==> src/rtl/mult_arb_32bit.sv <==
// rtl/mult_arb_32bit.sv - two-requester arbiter sharing one 32x32 unsigned multiplier
//
// multiplier_32bit : combinational unsigned multiplier
//   A, B : 32-bit unsigned operands
//   P    : 64-bit exact product
//
// mult_arb_32bit : arbitrates two operand requesters onto one multiplier
//   RR                     : 1 = round-robin on ties, 0 = req0 always wins ties
//   clk, rst_n             : clock, asynchronous active-low reset
//   reqN_valid/a/b/ready   : requester N operands and accept strobe (N = 0, 1)
//   rsp_valid/id/p/ready   : product handshake, id names the owning requester
//   busy                   : high whenever an operation is in flight

module multiplier_32bit (
    input  logic [31:0] A,
    input  logic [31:0] B,
    output logic [63:0] P
);
    assign P = {32'd0, A} * {32'd0, B};
endmodule

module mult_arb_32bit #(
    parameter int RR = 1
) (
    input  logic        clk,
    input  logic        rst_n,
    input  logic        req0_valid,
    input  logic [31:0] req0_a,
    input  logic [31:0] req0_b,
    output logic        req0_ready,
    input  logic        req1_valid,
    input  logic [31:0] req1_a,
    input  logic [31:0] req1_b,
    output logic        req1_ready,
    output logic        rsp_valid,
    output logic        rsp_id,
    output logic [63:0] rsp_p,
    input  logic        rsp_ready,
    output logic        busy
);
    typedef enum logic [1:0] {IDLE, MUL, RSP} state_t;

    state_t      state;
    state_t      state_next;
    logic [31:0] op_a;
    logic [31:0] op_b;
    logic [63:0] mul_p;
    logic        last_grant;
    logic        grant;
    logic        accept;

    multiplier_32bit u_mult (
        .A (op_a),
        .B (op_b),
        .P (mul_p)
    );

    // Grant choice; only meaningful while accept is high.
    always_comb begin
        grant = 1'b0;
        if (req0_valid && req1_valid) begin
            grant = (RR != 0) ? ~last_grant : 1'b0;
        end else if (req1_valid) begin
            grant = 1'b1;
        end
    end

    always_comb begin
        state_next = state;
        accept     = 1'b0;
        req0_ready = 1'b0;
        req1_ready = 1'b0;
        rsp_valid  = 1'b0;
        busy       = 1'b1;
        case (state)
            IDLE: begin
                busy = 1'b0;
                // Readies are gated by rst_n so nothing is offered while held in reset.
                if (rst_n && (req0_valid || req1_valid)) begin
                    accept     = 1'b1;
                    req0_ready = ~grant;
                    req1_ready = grant;
                    state_next = MUL;
                end
            end
            MUL: begin
                state_next = RSP;
            end
            RSP: begin
                rsp_valid = 1'b1;
                if (rsp_ready) begin
                    state_next = IDLE;
                end
            end
            default: begin
                state_next = IDLE;
            end
        endcase
    end

    always_ff @(posedge clk or negedge rst_n) begin
        if (!rst_n) begin
            state      <= IDLE;
            op_a       <= 32'd0;
            op_b       <= 32'd0;
            rsp_id     <= 1'b0;
            rsp_p      <= 64'd0;
            last_grant <= 1'b1;
        end else begin
            state <= state_next;
            if (accept) begin
                op_a       <= grant ? req1_a : req0_a;
                op_b       <= grant ? req1_b : req0_b;
                rsp_id     <= grant;
                last_grant <= grant;
            end
            // rsp_p only changes here, so it stays stable throughout RSP.
            if (state == MUL) begin
                rsp_p <= mul_p;
            end
        end
    end
endmodule

==> config.mk <==
export PLATFORM = sky130hd
export DESIGN_NAME = mult_arb_32bit
export DESIGN_NICKNAME = d
export VERILOG_FILES = /design/src/rtl/mult_arb_32bit.sv
export SDC_FILE = /design/constraint.sdc
export NUM_CORES = 2
export LEC_CHECK = 0
export ABC_AREA = 1
export CAP_MARGIN = 15
export CORE_UTILIZATION = 41
export CTS_BUF_LIST = sky130_fd_sc_hd__clkbuf_8 sky130_fd_sc_hd__clkbuf_16
export CTS_CLUSTER_SIZE = 12
export DETAILED_ROUTE_END_ITERATION = 10
export GPL_ROUTABILITY_DRIVEN = 0
export PLACE_DENSITY = 0.67
export SLEW_MARGIN = 20
export SYNTH_ARGS = -nofsm -noshare
export SYNTH_HDL_FRONTEND = slang
export SYNTH_SLANG_ARGS = --single-unit
==> constraint.sdc <==
create_clock -name clk -period 17.9 [get_ports clk]
set_input_delay 5.37 -clock clk [delete_from_list [all_inputs] [get_ports clk]]
set_output_delay 5.37 -clock clk [all_outputs]
set_load 0.01 [all_outputs]
==> flow_summary.yaml <==
global_route:
  grt_overflow_total: 0
  grt_pass1_vias: 35700
  grt_max_degree: 69
  grt_pass1_wl_um: 188000
  antenna_found_initial: 1
  grt_use_total_pct: 23.2
timing:
  finalMaxSlewViolations: 0
  relSlewSlack_pct: 26.9
  finalClockSkew_ns: 0.0210
  period_minus_slack_ns: 12.57
  timing.final.crit_share_pct: 70.2
  finalSetupViolCount: 0
  fmax_mhz: 79.5
  fin_setup_tns_ns: 0
  final-hold-violation-count: 0
  tightestPinTransition_ns: 1.10
  rsz0062_at_grt: "no"
critical_path:
  crit_fanout: 68
  required_ns: 12.53
  worstSetupStartpointType: "input pin"
  path_class: "input pin to output pin"
  reg2reg_depth: 26
  cp-end-kind: "output pin"
  crit_arrival_ns: 7.20
clocking:
  clk_latency_ns: 0.50
  ctsResizeCount: 0
  clk_path_buf_depth: 2
  cts_root_buf: "clkbuf_16"
  clock-sinks: 132
  post_cts_buffers: 0
  cts_tree: "built"
  holdBufCountCts: 0
  path_clk_slew_ns: 0.07
  ctsHtreeMaxLevel: 4
  cts_made_buffers: 17
logic_synthesis:
  synth_top_area_share_pct: 43.2
  synth_edf_count: 0
  yosysSeqAreaShare_pct: 7.96
  synth_common_cells: "nand2_1, inv_1, fa_1, clkbuf_1, ha_1"
  synth-main-ff-cell: "dfrtp_1"
  syn_nets: 6908
  synthTopCellsByArea: "fa_1, nand2_1, inv_1, ha_1, dfrtp_1"
  synth-async-reset-ratio_pct: 100
  syn_inst: 5616
  yosysMostFrequentCell: "nand2_1"
  synth_area_um2: 41500
  syn_area_per_cell_um2: 7.39
  ys_types: 35
  synth_top_cell_by_area: "fa_1"
  ys_ff_latch: 132
  yosysWarnings: 0
floorplan:
  die_width_um: 320
  core_um2: 100000
  die_area_um2: 103000
  num_io_pins: 202
  die_h_um: 320
  start_util_pct: 41.4
  rows: 116
routing:
  vias: 33600
  drc: 0
  highest_layer: "met4"
  drtPass1Iterations: 6
  wl_met3_um: 7640
  ant_nets: 0
  routed_wirelength_um: 113000
  wl_met2_um: 54800
  routedWlPerCell_um: 16.2
  met1_length_um: 47300
  drt_iter0_drc: 2376
  via_per_inst: 4.81
status:
  status: "complete, no violations"
flow_run:
  maxCapViolations: 0
placement:
  dp_hpwl_um: 91600
  portBuffers: 201
  placed_area_um2: 44600
layout:
  antenna_cells: 0
  layout-drive-gt1-share_pct: 3.27
  postLayoutCellArea_um2: 45200
  nets: 6898
  areaGrowthSynthToFinish_pct: 8.87
  fin_util_pct: 45.1
min_path:
  worstHoldPathType: "flip-flop to flip-flop"
  worstHoldPathCells: 2
==> per-layer routing <==
layer | up-vias | global-route usage, %
met2 | 1243 | 39.5
met4 | 0 | 6.78
met3 | 219 | 3.06
met5 | - | 0
li1 | 15400 | -
met1 | 16700 | 30.8
==> stage by stage <==
stage                     worst slack, ns  hold WS, ns  cells
after floorplan                      6.55        0.447   5616
after global placement               5.20        0.464   6944
after detailed placement             5.26        0.466   6944
after CTS                            5.25        0.488   6976
after global routing                 5.04        0.511   6976
final                                5.33        0.483   6976
==> critical path: stages <==
cell and delay (ns):
buf_6 0.49, o21ai_0 0.22, nor2_2 0.30, nand2_1 0.13
inv_2 0.08, clkdlybuf4s50_1 0.57
==> kinds of logic (layout without fill, tap and decap cells) <==
family                   Yosys count  after routing  share of synthesized area, %
AND/OR/NAND/NOR                 2197           2197                          21.1
buffers and inverters           2025           2028                          18.4
adder cells (fa/ha/maj)         1159           1159                          51.1
flip-flops                       132            132                          7.96
AO/OA/AOI/OAI                     84             84                          1.07
XOR/XNOR                          19             19                         0.401
==> area by class of cell <==
type / instances / area [um^2]
tap: 1357 / 1700
timing repair buffer: 261 / 2460
fill: 10100 / 55100
multi-input combinational: 3459 / 30600
inverter: 1735 / 6510
clock inverter: 14 / 181
clock buffer: 18 / 439
sequential: 132 / 3320
==> final timing paths <==
path                       startpoint         end  slack (ns)
max                             rst_n  req0_ready        5.33
min                         rsp_p[40]   rsp_p[40]        0.48
max reg2reg                  op_a[27]   rsp_p[49]       10.44
min reg2reg                 rsp_p[40]   rsp_p[40]        0.48
max in group asynchronous       rst_n    op_b[25]       11.66
min in group asynchronous       rst_n      rsp_id        4.89
==> cells in the final DEF, fill, tap and decap left out, types with 7 or more instances in the layout <==
master           synthesis  final
fa_1                   896    896
ha_1                   263    263
nand3b_1                10     10
nand3_1                159    159
inv_8                    0      7
o21ai_1                  8      8
inv_2                   17     19
a21oi_1                 52     52
nor2_2                  19     19
dfrtp_1                131    122
or2_2                    8      8
clkbuf_16                0     17
nor2_1                  83     82
o21ai_0                 15     15
clkdlybuf4s50_1          0    200
nand2_2                 15     16
nand2_1               1867   1866
xnor2_1                 18     18
nand4_1                 12     12
inv_1                 1716   1714
buf_4                    5     60
dfrtp_2                  0      9
==> flip-flops by register name, summed over array words and instances (netlist names) <==
| signal | cells |
|---|---|
| rsp_p | 64 |
| op_a | 32 |
| op_b | 32 |
| state | 2 |
| last_grant | 1 |
| rsp_id | 1 |
Power is not shown: default switching activity piles up to over one toggle a cycle in this logic, so the estimate is an artifact.
